[config.mk]
export PLATFORM = sky130hd
export DESIGN_NAME = execute_memory_reg
export DESIGN_NICKNAME = d
export VERILOG_FILES = /design/src/rtl/execute_memory_reg.sv
export SDC_FILE = /design/constraint.sdc
export NUM_CORES = 1
export LEC_CHECK = 0
export ABC_AREA = 1
export BUFFER_PORTS_ARGS = -buffer_cell sky130_fd_sc_hd__buf_2
export CAP_MARGIN = 0
export CORE_AREA = 2 2 122 124
export DETAILED_ROUTE_END_ITERATION = 7
export DIE_AREA = 0 0 124 126
export PLACE_DENSITY_LB_ADDON = 0.3
export REMOVE_ABC_BUFFERS = 1
export SYNTH_ARGS = -nofsm -noshare
export SYNTH_HDL_FRONTEND = slang
export SYNTH_SLANG_ARGS = --single-unit
[constraint.sdc]
create_clock -name clk -period 1 [get_ports clk]
set_input_delay 0.05 -clock clk [delete_from_list [all_inputs] [get_ports clk]]
set_output_delay 0.05 -clock clk [all_outputs]
set_load 0.05 [all_outputs]
[src/rtl/execute_memory_reg.sv]
// Execute-to-memory pipeline boundary for the Y86-64 PIPE design: owns the
// OF/SF/ZF condition-code register and the M pipeline register.
module execute_memory_reg #(
    parameter int         W         = 64,
    parameter logic [3:0] RNONE     = 4'hF,
    parameter logic [3:0] NOP_ICODE = 4'h1,
    parameter logic [2:0] STAT_AOK  = 3'd1
) (
    input  logic         clk,
    input  logic         reset,
    input  logic [2:0]   e_stat,
    input  logic [3:0]   e_icode,
    input  logic [3:0]   e_ifun,
    input  logic         e_cnd,
    input  logic [W-1:0] e_valE,
    input  logic [W-1:0] e_valA,
    input  logic [3:0]   e_dstE,
    input  logic [3:0]   e_dstM,
    input  logic [2:0]   e_newcc,
    input  logic [2:0]   m_stat,
    input  logic [2:0]   W_stat,
    input  logic         M_stall,
    input  logic         M_bubble,
    output logic [2:0]   cc,
    output logic [2:0]   M_stat,
    output logic [3:0]   M_icode,
    output logic [3:0]   M_ifun,
    output logic         M_cnd,
    output logic [W-1:0] M_valE,
    output logic [W-1:0] M_valA,
    output logic [3:0]   M_dstE,
    output logic [3:0]   M_dstM
);

    localparam logic [3:0] I_RRMOVQ = 4'h2;
    localparam logic [3:0] I_OPQ    = 4'h6;

    logic       set_cc;
    logic [3:0] dst_e_sel;

    // Flags only change for OPq while no older instruction has faulted.
    assign set_cc = (e_icode == I_OPQ) && (m_stat == STAT_AOK) &&
                    (W_stat == STAT_AOK) && !reset;

    // A cmovXX whose condition failed must not write its destination.
    assign dst_e_sel = ((e_icode == I_RRMOVQ) && !e_cnd) ? RNONE : e_dstE;

    always_ff @(posedge clk) begin
        if (reset) begin
            cc <= 3'b100;
        end else if (set_cc) begin
            cc <= e_newcc;
        end
    end

    always_ff @(posedge clk) begin
        if (reset || (M_bubble && !M_stall)) begin
            M_stat  <= STAT_AOK;
            M_icode <= NOP_ICODE;
            M_ifun  <= 4'h0;
            M_cnd   <= 1'b0;
            M_valE  <= '0;
            M_valA  <= '0;
            M_dstE  <= RNONE;
            M_dstM  <= RNONE;
        end else if (!M_stall) begin
            M_stat  <= e_stat;
            M_icode <= e_icode;
            M_ifun  <= e_ifun;
            M_cnd   <= e_cnd;
            M_valE  <= e_valE;
            M_valA  <= e_valA;
            M_dstE  <= dst_e_sel;
            M_dstM  <= e_dstM;
        end
    end

endmodule

Word-level counts from Yosys, hierarchy flattened. Index checks and enable logic that the tools add are counted.

Flip-flop bits (word level): 151. Input bits: 161. Word-level logic and storage cells: 23.

Equality and inequality tests: 4. Mux-type cells: 1. Reductions and logical operators: 9.

Operator list (number): 3-bit by 1-bit == test with 1-bit output, second input constant (2); 1-bit logical AND (5); 4-bit by 2-bit == test with 1-bit output, second input constant (1); 4-bit by 3-bit == test with 1-bit output, second input constant (1); 4-bit 2-to-1 mux (1); 1-bit zero test (3); 1-bit logical OR (1).

Logic depth before layout (Yosys ltp).
Depth in word-level cells: 4. Mapped depth: 7.

Least setup slack after synthesis. OpenSTA, ideal clock, no wires.

Path kind: register -> register. Start point: register, netlist name cc[0]. End point: register cc[0]. Setup time: 0.064 ns. Data arrival time: 0.857 ns. Required time: 0.936 ns. Setup slack: 0.080 ns. Stages on the path, launching flop included: 5. Path through: dfxtp_1 > inv_1 > nand2_1 > nand2_1 > nor2_1.

RTL lines: to (signal assigned) (RTL line 52) `cc <= e_newcc;`; to (decl) (RTL line 24) `output logic [2:0] cc,`.

Final worst setup path.
Start point: input port m_stat[2]. End point: register cc[1].

Cells in the longest elaborated chain, start to end: 4.

RTL lines: from (decl) (RTL line 20) `input logic [2:0] m_stat,`; 3-bit by 1-bit == test with 1-bit output (RTL line 42) `assign set_cc = (e_icode == I_OPQ) && (m_stat == STAT_AOK) &&`; 1-bit logical AND (2 in a row) (RTL line 42); 1-bit logical AND (RTL line 43) `(W_stat == STAT_AOK) && !reset;`.

Every way passes these cells. A chain may end at the register's enable or synchronous reset.

==> results.txt <==
- TritonCTS built the clock tree.
* Max Fclk: between 0.9 and 1 GHz
- Endpoint type of the worst setup path: flip-flop
- RSZ-0062 raised after global routing: true
- The H-tree was split into 4 levels.
- Post-synthesis instance total: between 600 and 700
- The number of different library cells used by synthesis comes to 14.
- In the post-route analysis, the smallest setup slack over all paths is -79.9 ps.
* Required time at the endpoint of the critical path: 1340 ps
* Share of the synthesized area in the top cell type: 56.7%
- Leading cell types by total area after synthesis: dfxtp_1 57%, nand2_1 22%, a21oi_1 13%
* Reported max-cap violation count: 0
- The die covers 0.0156 mm2.
- The filler cells instantiated in the layout total 878.
- Core region area: about 0.014 mm2
- Async set-reset flop share out of synthesis: 0%
- Width of the die: 124 um
- Endpoint arrival time on the critical path: 1420 ps
- The final reports fail on negative setup slack.
- During placement, the flow inserted port buffers numbering 311.
- Relative contribution of combinational cells to total power: a little over a fifth
- Counting cells, the worst reg-to-reg path comes to 3.
- Net count of the finished layout: 1312
- Final worst clock skew: 0 ps
- HPWL reported at the end of detailed placement: 11600 um
- After synthesis the netlist holds a flip-flop and latch count of about 150.
- The initial antenna violation count came to 1.
* Total clock buffers created by CTS: 17
* FF-to-FF End: M_valE[34]
* Count of TritonRoute iterations in the first routing pass: 5
- 1st-iter DRT viols: 393
- At the pin with the least slew margin, the transition time is between 200 and 250 ps.
* Residual DRC: 0
- Ranked by instance count, the synthesized netlist is headed by 309 x nand2_1, 151 x dfxtp_1, 142 x a21oi_1, 30 x buf_2, 11 x inv_1.
- Most frequently used cell type in the post-synthesis netlist: nand2_1
- Relative to the synthesized area, the layout overhead comes to 98.6%.
* Site row count: 44
- The tree is rooted in a clkbuf_16.
- The via count of the first global-routing pass was 6696.
- DR vias/cell: 4.98
* P per Cell Area: 1540 mW/mm2
* Main synth FF type: dfxtp_1
* Timing endpoint of the critical path: cc[1]
- Cell type contributing the most total cell area after synthesis: dfxtp_1
- R2R Setup Slk: 170 ps
* Latest clock arrival within the worst-skew pair: a little over 400 ps
- Internal Pwr Total: roughly 12 mW
- Number of hold violations in the final report: 0
* Yosys Warn Count: 0
* Hold-critical path depth: 5
* Vias post-DR: 6710
* Startpoint of the most critical setup path: m_stat[2]
- Worst setup path category: input pin to flip-flop
* Number of flops mapped to enable cells by yosys: 0
- Number of routed nets with antenna violations: 0
- The post-route netlist has 46.0% of its cells at a drive strength greater than 1.
* Total grt overflow: 0
- Net Sw Frac: ~28%
* R2r startpoint: M_valE[34]
- Dividing the detail-routed wire length by the instance count gives 17.4 um.
- Measured along the y axis, the die boundary spans 126 um.
* Total I/O pin count: roughly 310
- Along the worst path, the maximum fanout reaches 5.
- The share of total power dissipated in sequential elements is 40.3%.
* Status: complete, but fails checks
- The routed design has 23400 um of wire.
- Total number of clock tree sinks: between 150 and 200
* Number of setup violations in the final report: 3
- Post-synthesis cell area: 0.00533 mm2
- Relative slew slack: 83.7%
- Setup total negative slack on the finished layout was measured at -133 ps.
* Final Max Slew Viols: 0
- For this run, the register share of the synthesized area comes to between 50% and 60%.
- Wire length of the first global-routing pass: 33400 um
* Clock buffer depth: 2
- Pin count of the biggest net entering global routing: 44
- The analysis attributes to cell leakage a power of ~4.8 nW.
- Initial core utilization: a little under two fifths
- Power spent charging and discharging nets: 4.63 mW
- In the finished design, the share of the clock period the worst path needs comes to 108%.
- Cells fill 74.0% of the core in the end.
* Type of element launching the critical path: input pin
- Shortest clock period the worst path allows after layout: 1080 ps
* Syn Area/Cell: 7.82 um2
- Across the VDD grid, the largest voltage drop is 0.00106 V.
* Clock transition at path regs: around 60 ps
- The clock network is responsible for around two fifths of the overall power.
- Combined global-route utilization of all metal layers: between 20 and 30%
- RePlAce Congestion: 0.829
- The path class of the tightest hold or removal check is input pin to flip-flop.
worst min-delay path by stage:
stage          startpoint   endpoint  slack, ps
4_1_cts         m_stat[0]      cc[2]          5
5_1_grt         m_stat[0]      cc[2]         80
3_3_place_gp    e_dstM[2]  M_dstM[2]        270
2_1_floorplan     M_stall  M_dstE[0]        170
3_5_place_dp    e_dstM[1]  M_dstM[1]        270
6_report        m_stat[0]      cc[2]         60
what timing repair did:
item | in CTS | in global routing
hold buffers | 156 | 0
setup buffers | 0 | 8
pin swaps | 0 | 8
cloned | 0 | 0
gates resized for setup | 336 | 159
setup endpoints to repair | 151 | 131
endpoints found under the hold margin | 151 | 0
state kept, by name, indices dropped and copies added, names as in the netlist:
name / cells
M_icode: 4
M_cnd: 1
M_valA: 64
M_valE: 64
M_stat: 3
M_ifun: 4
cc: 3
M_dstM: 4
M_dstE: 4
routing by layer:
metal  GRT usage, %  wire, um  up-vias
met2           47.3     12100      409
met3           9.33      2190       87
li1               -         -     3104
met4           16.1       979        0
met1           28.8      8110     3110
met5              0         0        -
worst max-delay path, cell delays in order:
cell and delay, ps:
dlygate4sd3_1 550, buf_2 140, inv_2 60, nand2_2 80, nor2_4 150, nand3_4 130
nand2_2 100, nand2_2 60, nor2_1 110
cell type report:
| cell class | count | area [um2] | share of cell area, % |
|---|---|---|---|
| flip-flops and latches | 151 | 3220 | 30.4 |
| repair buffers | 498 | 4500 | 42.5 |
| clock buffers | 22 | 474 | 4.48 |
| inverters | 13 | 51.3 | 0.484 |
| well taps | 184 | 230 | 2.17 |
| diodes | 1 | 2.50 | 0.0236 |
| clock inverters | 8 | 98.8 | 0.933 |
| multi-input cells | 470 | 2010 | 19.0 |
power groups by stage:
stage / Combinational [mW] / Clock, mW / Sequential, mW
final: 3.48 / 6.26 / 6.58
after global routing: 3.65 / 6.65 / 6.61
after CTS: 3.27 / 6.34 / 6.52
after detailed placement: 2.46 / 0 / 6.57
after global placement: 2.45 / 0 / 6.56
after floorplan: 0.497 / 0 / 7.55
placed cells by master (no fill, tap or decap), types with 6 or more instances in the layout:
cell | netlist | routed
dfxtp_2 | 0 | 141
a21oi_1 | 142 | 142
nand3_1 | 7 | 6
buf_12 | 0 | 9
inv_1 | 11 | 7
clkbuf_16 | 0 | 17
dfxtp_4 | 0 | 6
dlygate4sd3_1 | 0 | 156
buf_6 | 8 | 130
nand2_2 | 2 | 7
nand2_1 | 309 | 303
buf_4 | 6 | 25
buf_2 | 30 | 156
buf_8 | 0 | 22
cell families after synthesis:
group	count (synthesis)	share of synthesized area, %
flip-flops	151	56.7
AO/OA/AOI/OAI	143	13.5
AND/OR/NAND/NOR	327	23.3
buffers and inverters	61	6.54
stage by stage:
stage	std cells	worst slack [ps]	power [mW]	hold slack (ps)	cell area (um2)
CTS	1341	0.194	16.1	5.24	10200
finish	1347	-79.9	16.3	63.1	10600
floorplan	634	-1930	8.05	170	5030
global placement	1155	-63.2	9.01	270	7140
global route	1346	-50.7	16.9	82.0	10600
detailed placement	1155	-52.8	9.03	273	7140
(Power assumes the default switching activity.)
